**src/rtl/chirp_pkg.sv**
```systemverilog
// Shared types and constants for the chirp sweep controller.
package chirp_pkg;

    localparam int unsigned SYSTEM_FREQUENCY    = 50000000;
    // 5 ms per frequency step at SYSTEM_FREQUENCY
    localparam int unsigned DWELL_TICKS_DEFAULT = 250000;

    typedef enum logic [1:0] {
        ST_IDLE = 2'd0,
        ST_UP   = 2'd1,
        ST_DOWN = 2'd2
    } state_t;

    typedef enum logic [1:0] {
        MODE_SINGLE_UP  = 2'b00,
        MODE_SAWTOOTH   = 2'b01,
        MODE_TRIANGLE   = 2'b10,
        MODE_SINGLE_TRI = 2'b11
    } mode_t;

    // Q8.8 frequency tuning word
    typedef logic [15:0] ftw_t;

    // A sweep needs a non-zero step and a strictly rising start->stop range.
    function automatic logic cfg_valid(input ftw_t f_start, input ftw_t f_stop, input ftw_t f_step);
        return (f_step != '0) && (f_start < f_stop);
    endfunction

endpackage

```
**src/rtl/dwell_timer.sv**
```systemverilog
// Free-running dwell counter: counts 0..L-1 and flags the last count as a tick.
module dwell_timer #(
    parameter int unsigned L = 4
) (
    input  logic clk,
    input  logic reset_n,
    input  logic clear,
    output logic tick
);
    localparam int unsigned CW = (L > 1) ? $clog2(L) : 1;
    localparam logic [CW-1:0] LAST = CW'(L - 1);

    logic [CW-1:0] r_count;

    // Count up, wrap to 0 after the last count, hold at 0 while cleared.
    always_ff @(posedge clk or negedge reset_n) begin
        if (!reset_n) begin
            r_count <= '0;
        end else if (clear || (r_count == LAST)) begin
            r_count <= '0;
        end else begin
            r_count <= r_count + CW'(1);
        end
    end

    assign tick = (r_count == LAST);

endmodule

```
**src/rtl/chirp_sweep_controller.sv**
```systemverilog
// Chirp sweep controller: steps a Q8.8 FTW between latched start/stop limits.
//
// state   | meaning
// --------+-----------------------------------------------------------
// ST_IDLE | no sweep, ftw=0, waiting for a start with valid config
// ST_UP   | ftw rising by step each dwell, saturating at stop
// ST_DOWN | ftw falling by step each dwell, clamping at start
//
// The turn-around tick (UP at stop, DOWN at start) only changes state;
// ftw is held there for one more dwell before moving the other way.
module chirp_sweep_controller
    import chirp_pkg::*;
#(
    parameter int unsigned DWELL_TICKS = DWELL_TICKS_DEFAULT
) (
    input  logic        clk,
    input  logic        reset_n,
    input  logic        start,
    input  logic        stop,
    input  logic [1:0]  mode,
    input  logic [15:0] ftw_start,
    input  logic [15:0] ftw_stop,
    input  logic [15:0] ftw_step,
    output logic [15:0] ftw,
    output logic        busy,
    output logic        step_strobe,
    output logic        sweep_done,
    output logic        cfg_err
);

    state_t r_state, w_state_nxt;
    ftw_t   r_ftw, w_ftw_nxt;
    logic   r_step_strobe, w_step_strobe_nxt;
    logic   r_sweep_done, w_sweep_done_nxt;
    logic   r_cfg_err, w_cfg_err_nxt;
    logic   w_cfg_load;

    mode_t  r_mode;
    ftw_t   r_start, r_stop, r_step;

    logic        w_tick;
    logic        w_timer_clear;
    logic [16:0] w_sum;
    logic [16:0] w_floor;
    ftw_t        w_up_ftw, w_down_ftw;

    assign w_timer_clear = (r_state == ST_IDLE) || stop;

    dwell_timer #(
        .L (DWELL_TICKS)
    ) u_dwell_timer (
        .clk     (clk),
        .reset_n (reset_n),
        .clear   (w_timer_clear),
        .tick    (w_tick)
    );

    // Saturating 17-bit step arithmetic so neither direction can wrap.
    assign w_sum      = {1'b0, r_ftw} + {1'b0, r_step};
    assign w_floor    = {1'b0, r_start} + {1'b0, r_step};
    assign w_up_ftw   = (w_sum >= {1'b0, r_stop}) ? r_stop : w_sum[15:0];
    assign w_down_ftw = ({1'b0, r_ftw} <= w_floor) ? r_start : (r_ftw - r_step);

    // Next-state, next-ftw and pulse decode; stop overrides everything.
    always_comb begin
        w_state_nxt       = r_state;
        w_ftw_nxt         = r_ftw;
        w_step_strobe_nxt = 1'b0;
        w_sweep_done_nxt  = 1'b0;
        w_cfg_err_nxt     = 1'b0;
        w_cfg_load        = 1'b0;

        if (stop) begin
            w_state_nxt      = ST_IDLE;
            w_ftw_nxt        = '0;
            w_sweep_done_nxt = (r_state != ST_IDLE);
        end else begin
            case (r_state)
                ST_IDLE: begin
                    w_ftw_nxt = '0;
                    if (start) begin
                        if (cfg_valid(ftw_start, ftw_stop, ftw_step)) begin
                            w_cfg_load  = 1'b1;
                            w_state_nxt = ST_UP;
                            w_ftw_nxt   = ftw_start;
                        end else begin
                            w_cfg_err_nxt = 1'b1;
                        end
                    end
                end
                ST_UP: begin
                    if (w_tick) begin
                        if (r_ftw == r_stop) begin
                            case (r_mode)
                                MODE_SINGLE_UP: begin
                                    w_state_nxt      = ST_IDLE;
                                    w_ftw_nxt        = '0;
                                    w_sweep_done_nxt = 1'b1;
                                end
                                MODE_SAWTOOTH: begin
                                    w_ftw_nxt         = r_start;
                                    w_step_strobe_nxt = 1'b1;
                                end
                                default: begin
                                    w_state_nxt = ST_DOWN;
                                end
                            endcase
                        end else begin
                            w_ftw_nxt         = w_up_ftw;
                            w_step_strobe_nxt = 1'b1;
                        end
                    end
                end
                ST_DOWN: begin
                    if (w_tick) begin
                        if (r_ftw == r_start) begin
                            if (r_mode == MODE_TRIANGLE) begin
                                w_state_nxt = ST_UP;
                            end else begin
                                w_state_nxt      = ST_IDLE;
                                w_ftw_nxt        = '0;
                                w_sweep_done_nxt = 1'b1;
                            end
                        end else begin
                            w_ftw_nxt         = w_down_ftw;
                            w_step_strobe_nxt = 1'b1;
                        end
                    end
                end
                default: begin
                    w_state_nxt = ST_IDLE;
                    w_ftw_nxt   = '0;
                end
            endcase
        end
    end

    // State, ftw and single-cycle pulse registers.
    always_ff @(posedge clk or negedge reset_n) begin
        if (!reset_n) begin
            r_state       <= ST_IDLE;
            r_ftw         <= '0;
            r_step_strobe <= 1'b0;
            r_sweep_done  <= 1'b0;
            r_cfg_err     <= 1'b0;
        end else begin
            r_state       <= w_state_nxt;
            r_ftw         <= w_ftw_nxt;
            r_step_strobe <= w_step_strobe_nxt;
            r_sweep_done  <= w_sweep_done_nxt;
            r_cfg_err     <= w_cfg_err_nxt;
        end
    end

    // Sweep configuration is captured only when a start is accepted.
    always_ff @(posedge clk or negedge reset_n) begin
        if (!reset_n) begin
            r_mode  <= MODE_SINGLE_UP;
            r_start <= '0;
            r_stop  <= '0;
            r_step  <= '0;
        end else if (w_cfg_load) begin
            r_mode  <= mode_t'(mode);
            r_start <= ftw_start;
            r_stop  <= ftw_stop;
            r_step  <= ftw_step;
        end
    end

    assign ftw         = r_ftw;
    assign busy        = (r_state != ST_IDLE);
    assign step_strobe = r_step_strobe;
    assign sweep_done  = r_sweep_done;
    assign cfg_err     = r_cfg_err;

endmodule

```
**config.mk**
```make
export PLATFORM = sky130hd
export DESIGN_NAME = chirp_sweep_controller
export DESIGN_NICKNAME = d
export VERILOG_FILES = /design/src/rtl/chirp_pkg.sv /design/src/rtl/dwell_timer.sv /design/src/rtl/chirp_sweep_controller.sv
export SDC_FILE = /design/constraint.sdc
export NUM_CORES = 1
export LEC_CHECK = 0
export ABC_AREA = 1
export CAP_MARGIN = 10
export CORE_MARGIN = 8
export CORE_UTILIZATION = 25
export CTS_CLUSTER_DIAMETER = 60
export CTS_CLUSTER_SIZE = 20
export DETAILED_ROUTE_END_ITERATION = 10
export SYNTH_ARGS = -nofsm -noshare
export SYNTH_HDL_FRONTEND = slang
export SYNTH_SLANG_ARGS = --single-unit
```
**constraint.sdc**
```tcl
create_clock -name clk -period 4.45 [get_ports clk]
set_input_delay 0.89 -clock clk [delete_from_list [all_inputs] [get_ports clk]]
set_output_delay 0.89 -clock clk [all_outputs]
set_load 0.01 [all_outputs]
```
* After elaboration in Yosys (flattened, before gate mapping) *
Cells that the tools add are included.
Widths: inputs -> output; s select.

word-level totals
  register bits = 89
  bits in latches = 0
  RAM bits = 0
  memory bits (read-only) = 0
  input port bits = 54
  output and inout port bits = 20
  word-level logic and storage cells = 88
  memories kept = 0

cells by class
  $add $sub $neg = 4
  $mul = 0
  divide/modulo/power cells = 0
  magnitude comparators = 3
  equality and inequality tests = 16
  shifts and indexed selects = 0
  mux-type cells = 46
  bitwise gates (word level) = 0
  reductions and logical operators = 9

operator list
  cell                   number
  $mux 16                10
  $pmux 16 s3            1
  $add 16x16->17         2
  $eq 16x16->1           2
  $pmux 16 s2            1
  $mux 1                 22
  $add 18x1->18 const B  1
  $eq 18x18->1 const B   1
  $mux 18                1
  $ge 17x16->1           1
  $le 16x17->1           1
  $lt 16x16->1           1
  $reduce_bool 16->1     1
  $sub 16x16->16         1
  $mux 2                 7
  $ne 3x3->1 const B     4
  $ne 3x2->1 const B     3
  $reduce_and 7->1       1
  $pmux 2 s3             1
  $ne 5x3->1 const B     1
  $eq 2x1->1 const B     2
  $eq 2x2->1 const B     2
  $logic_not 2->1        2
  $ne 4x4->1 const B     1
  6 further kinds        8

* Longest topological paths before layout *
Gate-level depths: netlist (run 1).

  depth in word-level cells = 7
  gate-level depth with buffers = 29
  depth with buffers taken out = 29

* Modules after synthesis *
Synthesis (run 1) repeated with hierarchy kept, for this count alone.

unflattened totals
  cell total of the unflattened synthesis = 1323
  area total of the unflattened synthesis = 8903.5 µm²

modules (own cells, without submodules)
  module                  times used  cells each  area each (µm²)  sequential area each (µm²)
  chirp_sweep_controller  1           1180        7855.0           1776.7
  dwell_timer             1           143         1048.5           450.4

* Worst setup path after synthesis (run 1) *
Ideal clock, no wire load.

  path kind = register -> register
  start = register r_start[0]
  end = register r_ftw[8] (netlist: ftw[8])
  library setup time = 117 ps
  arrival time = 3384 ps
  required time = 4333 ps
  slack = 949 ps
  cell stages (with the launch flop) = 25
  path buffers = 1
  period minus slack after synthesis = 3501 ps
  path through = dfrtp_1 -> ha_1 -> fa_1 -> nand3_1 -> nand2_1 -> nand2_1 -> nand3_1 -> a21boi_0 -> o21ai_0 -> nand3_1 -> nand2_1 -> xor2_1 -> ha_1 -> nand2_1 -> nor3_1 -> nand4_1 -> nand2_1 -> nor2_1 -> nand2_1 -> buf_2 -> nand2_1 -> o211ai_1 -> nand3_1 -> nand2_1 -> nand2_1

on the way
  longest elaborated chain between the ends = 7
  elaborated cells on any way between the ends = 10
  classes of those cells = 1 x add/sub; 1 x order compare; 2 x eq/ne; 5 x mux; 1 x reduce/logical

ends and longest elaborated chain
  item                    line                           RTL
  start, declared         chirp_sweep_controller.sv:39   ftw_t r_start, r_stop, r_step;
  start signal, assigned  chirp_sweep_controller.sv:164  r_start <= ftw_start;
  $add 16x16->17          chirp_sweep_controller.sv:60   assign w_floor = {1'b0, r_start} + {1'b0, r_step};
  $le 16x17->1            chirp_sweep_controller.sv:62   assign w_down_ftw = ({1'b0, r_ftw} <= w_floor) ? r_start : (r_ftw - r_step);
  $mux 16                 chirp_sweep_controller.sv:62
  $mux 16                 chirp_sweep_controller.sv:116  if (r_ftw == r_start) begin
  $mux 16                 chirp_sweep_controller.sv:115  if (w_tick) begin
  $pmux 16 s3             chirp_sweep_controller.sv:78   case (r_state)
  $mux 16                 chirp_sweep_controller.sv:73   if (stop) begin
  end signal, assigned    chirp_sweep_controller.sv:148  r_ftw <= w_ftw_nxt;
  end, declared           chirp_sweep_controller.sv:32   ftw_t r_ftw, w_ftw_nxt;

Parallel ways exist; a longest one is shown, timed or not. The select of a mux whose other input is x is not followed.
A chain may end at the register's enable or synchronous reset.

* Worst setup path after layout (run 1) *
  start = register r_ftw[0] (netlist: ftw[0])
  end = register r_ftw[14] (netlist: ftw[14])

on the way
  longest elaborated chain between the ends = 7
  elaborated cells on any way between the ends = 17
  classes of those cells = 2 x add/sub; 2 x order compare; 4 x eq/ne; 8 x mux; 1 x reduce/logical

ends and longest elaborated chain
  item            line                          RTL
  $add 16x16->17  chirp_sweep_controller.sv:59  assign w_sum = {1'b0, r_ftw} + {1'b0, r_step};
  $ge 17x16->1    chirp_sweep_controller.sv:61  assign w_up_ftw = (w_sum >= {1'b0, r_stop}) ? r_stop : w_sum[15:0];
  $mux 16         chirp_sweep_controller.sv:61
  $mux 16         chirp_sweep_controller.sv:93  if (r_ftw == r_stop) begin
  $mux 16         chirp_sweep_controller.sv:92  if (w_tick) begin
  $pmux 16 s3     chirp_sweep_controller.sv:78
  $mux 16         chirp_sweep_controller.sv:73

Parallel ways exist; a longest one is shown, timed or not. The select of a mux whose other input is x is not followed.

==> results.md, run 1 <==
* Worst path most repeated cell: nand2_1
* Synth top cells by count: nand2_1 (301), inv_1 (164), ha_1 (99), nand3_1 (98), dfrtp_1 (89)
* Crit path max fanout at 17
* Share of the synthesized area in the top cell type at 0.261
* Critical path's slowest cell: dfrtp_2
* Yosys warns at 0
* Sink Count at around 90
* Final GP Congestion at around 0.94
* CP Launch Type: flop
* Post-Route WL at slightly below 30,000 um
* Worst R2R Path Depth at 25
* Combinational Power Share at 0.723
* CTS Buf Count at 9
* Tot Pwr at around 8300 uW
* Max-slew violations at 0
* Clock transition at path regs at 90 ps
* Setup Viol. Count Final at 0
* Post-route ant nets at 0
* Antenna Diode Count at 0
* DRT Pass-1 Iters at 5
* H-tree levels at 3
* Hold path endpoint: u_dwell_timer.r_count[0]$_DFF_PN0_
* Reg2Reg Launch Point: ftw[0]$_DFFE_PN0P_
* Synthesized area per cell at ~6.9 sq um
* RSZ-0062 raised after global routing: false
* Sw frac at 0.562
* Clock skew at around 13 ps
* Post-route cell area at 10,200 sq um
* Worst vdd ir at around 0.23 mV
* Seq/Total Area, Yosys at 0.261
* Crit Path Class: flop to flop
* Top FF cell, synth: dfrtp_1
* Sequential power share at 0.178
* # rows at between 60 and 70
* Net count of the mapped netlist at 1,388
* Crit path time final at slightly above 4000 ps
* WL/cell at between 15 and 20 um
* Share of post-route cells with drive strength above 1 at 0.0587
* #FFs+latches synth at 89
* Status: finished clean
* Async SR Flop Fraction at 1.00
* Via-per-instance ratio at 4.90
* Port Buffers at between 70 and 80
* Worst slew margin at 0.341
* IO Pins at 74
* Syn Std Cell Area at ~8500 sq um
* Initial Util at 0.254
* Drt drc at 0
* Critical path data arrival time at approximately 4400 ps
* HPWL Detailed at between 20,000 and 25,000 um
* Die area at between 40,000 and 50,000 sq um
* Worst stage delay on the critical path at around 470 ps
* Netlist cell types at 47
* Core ar. at around 34,000 sq um
* Synth Instances at about 1,200
* Hold/Removal Path Class: flop to flop
* Top-count cell post-synth: nand2_1
* Fin. Hold Viols at 0
* Slew @ Worst Pin at about 990 ps
* CP Capture Type: flop
* Horiz. Die Dim at between 200 and 250 um
* Die height at ~200 um
* Crit share post-route at 0.931
* GRT overflow at 0
* Cell Int Power at between 3000 and 4000 uW
* Vias in the first global route at between 8,000 and 9,000
* R2r setup slk at ~310 ps
* Max clock buf depth at 2
* Routed via count at between 8,000 and 9,000
* Hold_sp: u_dwell_timer.r_count[0]$_DFF_PN0_
* Crit Reg-Reg Endpoint: ftw[14]$_DFFE_PN0P_
* Clk_lat worst skew at approximately 370 ps
* Achievable frequency at around 0.24 GHz
* EDFF count, synth at 0
* P_sw at about 4700 uW
* Nets at 1,463
* Root buffer cell: clkbuf_16
* CP Data Required Time at 4710 ps
* Initial antenna violation count at 0
* Pwr per Cell Area at between 800 and 900 nW/um^2
* Top cell type by total area after synthesis: dfrtp_1
* Iter 0 DRT Violations at roughly 750
* All-layer global routing usage at 0.145
* Pin count of the biggest net entering global routing at 74
* Clock power frac at 0.099
* Area post-placement at between 9000 and 10,000 sq um
* Synth area leaders: dfrtp_1 (26%), ha_1 (15%), nand2_1 (13%)
* Global-route wire length before repair at between 40,000 and 50,000 um
* Max-Cap Viols at 0
* Syn-to-layout area delta at 19.4%
* Hold Crit Depth at 1
* Leak pwr at ~0.0052 uW
* CTS tree: done
* Setup TNS Final at 0 ps
-- cell usage in the layout, fill, tap and decap left out, types with 9 or more instances in the layout --
cell / count
a21oi_1: 80
buf_4: 22
clkbuf_16: 9
clkdlybuf4s50_1: 72
dfrtp_1: 87
ha_1: 99
inv_1: 164
inv_2: 15
nand2_1: 300
nand3_1: 98
nand4_1: 36
nor2_1: 81
nor3_1: 19
nor4_1: 11
o211ai_1: 13
o21ai_0: 40
o21ai_1: 37
xnor2_1: 23
xor2_1: 36
-- power groups by stage --
stage	logic (uW)	clock network, uW	registers [uW]
after floorplan	4340	0	1360
after detailed placement	5880	0	1470
final	5990	819	1480
after global placement	5820	0	1460
after CTS	5920	838	1460
after global routing	6780	867	1510
-- worst max-delay path by stage --
stage,startpoint,cells past startpoint,to,slack (ps)
finish,ftw[0]$_DFFE_PN0P_,25,ftw[14]$_DFFE_PN0P_,310
global route,ftw[0]$_DFFE_PN0P_,25,ftw[14]$_DFFE_PN0P_,50
CTS,ftw[1]$_DFFE_PN0P_,24,ftw[14]$_DFFE_PN0P_,60
detailed placement,ftw[1]$_DFFE_PN0P_,24,ftw[14]$_DFFE_PN0P_,90
global placement,ftw[1]$_DFFE_PN0P_,24,ftw[14]$_DFFE_PN0P_,130
floorplan,r_start[0]$_DFFE_PN0P_,24,ftw[8]$_DFFE_PN0P_,950
-- per-stage QoR --
stage           util  hold WS [ps]  setup WS [ps]  instances
2_1_floorplan      -           433            949       1232
3_3_place_gp   0.294           446            127       1744
3_5_place_dp   0.294           456           91.0       1744
4_1_cts        0.303           469           62.9       1760
5_1_grt        0.303           513           46.5       1760
6_report       0.303           472            306       1760
-- kinds of logic (layout without fill, tap and decap cells) --
kind of cell,after synthesis,after routing,synth area share
flip-flops,89,89,0.261
adder cells (fa/ha/maj),102,102,0.152
buffers and inverters,213,293,0.0984
XOR/XNOR,59,59,0.0607
AND/OR/NAND/NOR,561,561,0.288
AO/OA/AOI/OAI,208,208,0.139
-- per-layer routing --
layer  global-route usage  share of wire  vias up
met2                0.216           0.42      299
met5                    0              0        -
li1                     -              -     4223
met1                0.217           0.49     4084
met3               0.0250          0.074       20
met4               0.0221         0.0077        0
-- timing repair --
item	in CTS	in global routing
setup endpoints to repair	0	16
gates resized for setup	0	4
hold buffers	0	0
setup buffers	0	0
-- critical path, delay by kind of cell, from the launching register on --
kind	cells	cell delay, ps
adders and majority gates	3	940
AOI/OAI and AO/OA	1	270
buffers and inverters	2	130
and+or+nand+nor	19	2220
DFF	1	470
-- area by class of cell --
type	instances	area, sq um
multi-input combinational	930	5460
tap	448	561
sequential	89	2230
clock inverter	7	83.8
inverter	181	679
clock buffer	9	225
timing repair buffer	96	926
fill	3705	23400
-- flip-flops by register name, indices dropped and copies added (netlist names) --
name	cells
cfg_err	1
ftw	16
r_mode	2
r_start	16
r_state	2
r_step	16
r_stop	16
step_strobe	1
sweep_done	1
u_dwell_timer.r_count	18
No activity file was read; power rests on OpenSTA's default activity.
==> run 2: changes to the inputs <==
- ABC_AREA: 1 -> 0
- CAP_MARGIN: 10 -> 0
- CTS_CLUSTER_SIZE: 20 -> unset
==> run 2 against run 1 <==
Effect of this change:
- sequential share of layout area is 0.47 points lower
- worst setup slack worse by 280 ps
- first-iteration DRC count down 1.9%
- highest routed layer is now met5
==> results.md, run 2 <==
* Post-route cell area at 10,400 sq um
* Initial antenna violation count at 1
* CTS Buf Count at 9
* Via-per-instance ratio at slightly above 5
* Antenna Diode Count at 0
* HPWL Detailed at 23,200 um
* EDFF count, synth at 0
* Clock skew at between 7 and 8 ps
* Hold slack at approximately 460 ps
* Area post-placement at approximately 9900 sq um
* CTS tree: done
* Worst vdd ir at 0.338 mV
* Crit path max fanout at 6
* Yosys warns at 0
* Syn Std Cell Area at 8300 sq um
* Slew @ Worst Pin at roughly 1000 ps
* IO Pins at 74
* Crit path time final at 4420 ps
* Tot Pwr at slightly below 9000 uW
* Iter 0 DRT Violations at 732
* Max-slew violations at 0
* Clk_lat worst skew at 360 ps
* Routed via count at 7,797
* Fin. Hold Viols at 0
* Top-count cell post-synth: ha_1
* Achievable frequency at around 0.23 GHz
* GRT overflow at 0
* Worst slew margin at 0.306
* Synth top cells by count: ha_1 (99), dfrtp_1 (89), o21ai_0 (81), nand2_1 (80), inv_1 (74)
* Die area at 39,300 sq um
* H-tree levels at 3
* Hold/Removal Path Class: flop to flop
* Async SR Flop Fraction at 1.00
* CP Launch Type: flop
* Setup TNS Final at 0 ps
* Port Buffers at 73
* Final GP Congestion at 0.927
* Commonest non-fill, non-tap cell in the layout: ha_1
* Root buffer cell: clkbuf_16
* DP Cell Count at 1,513
* Horiz. Die Dim at just under 200 um
* Max clock buf depth at 2
* Drt drc at 0
* Core ar. at about 33,000 sq um
* Share of the synthesized area in the top cell type at 0.268
* Synth area leaders: dfrtp_1 (27%), ha_1 (15%), xnor2_1 (6.6%)
* DRT Pass-1 Iters at 5
* Net count of the mapped netlist at about 1,100
* Top FF cell, synth: dfrtp_1
* RSZ-0062 raised after global routing: true
* Vias in the first global route at around 7,700
* Post-route ant nets at 0
* Leak pwr at approximately 0.0045 uW
* Worst R2R Path Depth at 21
* Hold path endpoint: u_dwell_timer.r_count[0]$_DFF_PN0_
* Crit share post-route at 0.994
* R2r setup slk at 30 ps
* Post-Route WL at 28,700 um
* Post-Layout Cell Count at 1,536
* Setup Viol. Count Final at 0
* Critical path data arrival time at 4670 ps
* Die height at a little under 200 um
* Max-Cap Viols at 0
* Status: finished clean
* CP Capture Type: flop
* Largest register FFs at 18
* Synthesized area per cell at between 8 and 9 sq um
* Sink Count at slightly below 90
* Reg2Reg Launch Point: r_start[0]$_DFFE_PN0P_
* Top cell type by total area after synthesis: dfrtp_1
* Seq/Total Area, Yosys at 0.268
* Clock transition at path regs at 70 ps
* Share of post-route cells with drive strength above 1 at 0.129
* Netlist cell types at 76
* #FFs+latches synth at just under 90
* # rows at 66
* Hold Crit Depth at 1
* # hold bufs at CTS at 0
* Initial Util at 0.254
* CP Data Required Time at ~4700 ps
* All-layer global routing usage at 0.144
* Biggest register: u_dwell_timer.r_count
* Nets at 1,245
* Hold_sp: u_dwell_timer.r_count[0]$_DFF_PN0_
* Global-route wire length before repair at 43,900 um
* WL/cell at between 15 and 20 um
* Crit Reg-Reg Endpoint: ftw[0]$_DFFE_PN0P_
* Pin count of the biggest net entering global routing at 73
* Syn-to-layout area delta at 25.2%
* Most frequent cells in the layout: ha_1 (97), dfrtp_1 (87), nand2_1 (80), inv_1 (74), clkdlybuf4s50_1 (72)
* Pwr per Cell Area at 834 nW/um^2
* Synth Instances at 980
* Crit Path Class: flop to flop
==> run 2: cell count changes in the layout (fill, tap and decap cells not counted), sizes merged, moves of 20 or more <==
cell	before	now
mux2	0	22
nand2	306	80
xor2	36	16
inv	182	78
xnor2	23	63
nand3	99	25
buf	24	63
a21oi	84	60
==> run 2: layout make-up <==
| type | instances | area [sq um] |
|---|---|---|
| multi-input cells | 779 | 5780 |
| clock buffers | 9 | 225 |
| flip-flops and latches | 89 | 2230 |
| clock inverters | 7 | 61.3 |
| inverters | 75 | 282 |
| repair buffers | 135 | 1260 |
| well taps | 442 | 553 |
| fillers | 3441 | 22200 |
==> run 2: stage by stage <==
stage | setup slack (ps) | utilization
6_report | 26.2 | 0.319
5_1_grt | -113 | 0.319
4_1_cts | 0.244 | 0.313
3_5_place_dp | -113 | 0.303
3_3_place_gp | -42.5 | 0.303
2_1_floorplan | 367 | -
==> run 2: per-layer routing <==
layer,track usage,up-vias,part of all wire
li1,-,3764,-
met1,0.207,3736,0.49
met2,0.216,254,0.42
met3,0.0272,41,0.062
met4,0.0434,2,0.020
met5,0,-,0.00045
==> run 2: power by group <==
part | switching (uW) | internal [uW] | leakage [uW] | total [uW]
clock network | 378 | 391 | 0.000140 | 769
registers | 393 | 1100 | 0.00114 | 1490
logic | 3550 | 2860 | 0.00322 | 6410
total | 4320 | 4350 | 0.00450 | 8670
==> run 2: what timing repair did <==
item,CTS,global route
gates resized for setup,3,42
buffers inserted,0,7
setup endpoints to repair,12,16
pin swaps,0,25
==> run 2: how the worst max path moves through the flow <==
stage	startpoint	endpoint	slack, ps	cells past startpoint
3_5_place_dp	r_step[0]$_DFFE_PN0P_	ftw[0]$_DFFE_PN0P_	-110	18
2_1_floorplan	r_start[0]$_DFFE_PN0P_	ftw[13]$_DFFE_PN0P_	370	20
4_1_cts	r_step[0]$_DFFE_PN0P_	ftw[0]$_DFFE_PN0P_	0.2	18
5_1_grt	r_start[0]$_DFFE_PN0P_	ftw[0]$_DFFE_PN0P_	-110	21
6_report	r_start[0]$_DFFE_PN0P_	ftw[0]$_DFFE_PN0P_	30	21
3_3_place_gp	r_step[0]$_DFFE_PN0P_	ftw[11]$_DFFE_PN0P_	-40	18
==> run 2: cells by family after synthesis <==
family / count (synthesis) / share of synthesized area
flops: 89 / 0.268
simple gates: 287 / 0.171
compound gates: 275 / 0.218
xor+xnor: 79 / 0.0834
fa+ha+maj: 102 / 0.157
buf+inv: 112 / 0.0547
mux: 36 / 0.0472
==> run 2: critical path, stage by stage, from the launching register on <==
cell and delay [ps]:
dfrtp_1 400, ha_2 210, fa_2 400, a211oi_2 270
nor2_1 100, o21a_1 180, nor2_2 130, nor2_1 50
o21ai_1 120, nand2b_1 100, xnor2_2 140, ha_1 340
nand4_1 130, a211oi_2 250, a211oi_2 90, o31ai_2 310
o311ai_4 210, buf_12 170, buf_12 130, mux2i_1 170
o21ai_1 80, a221o_1 320
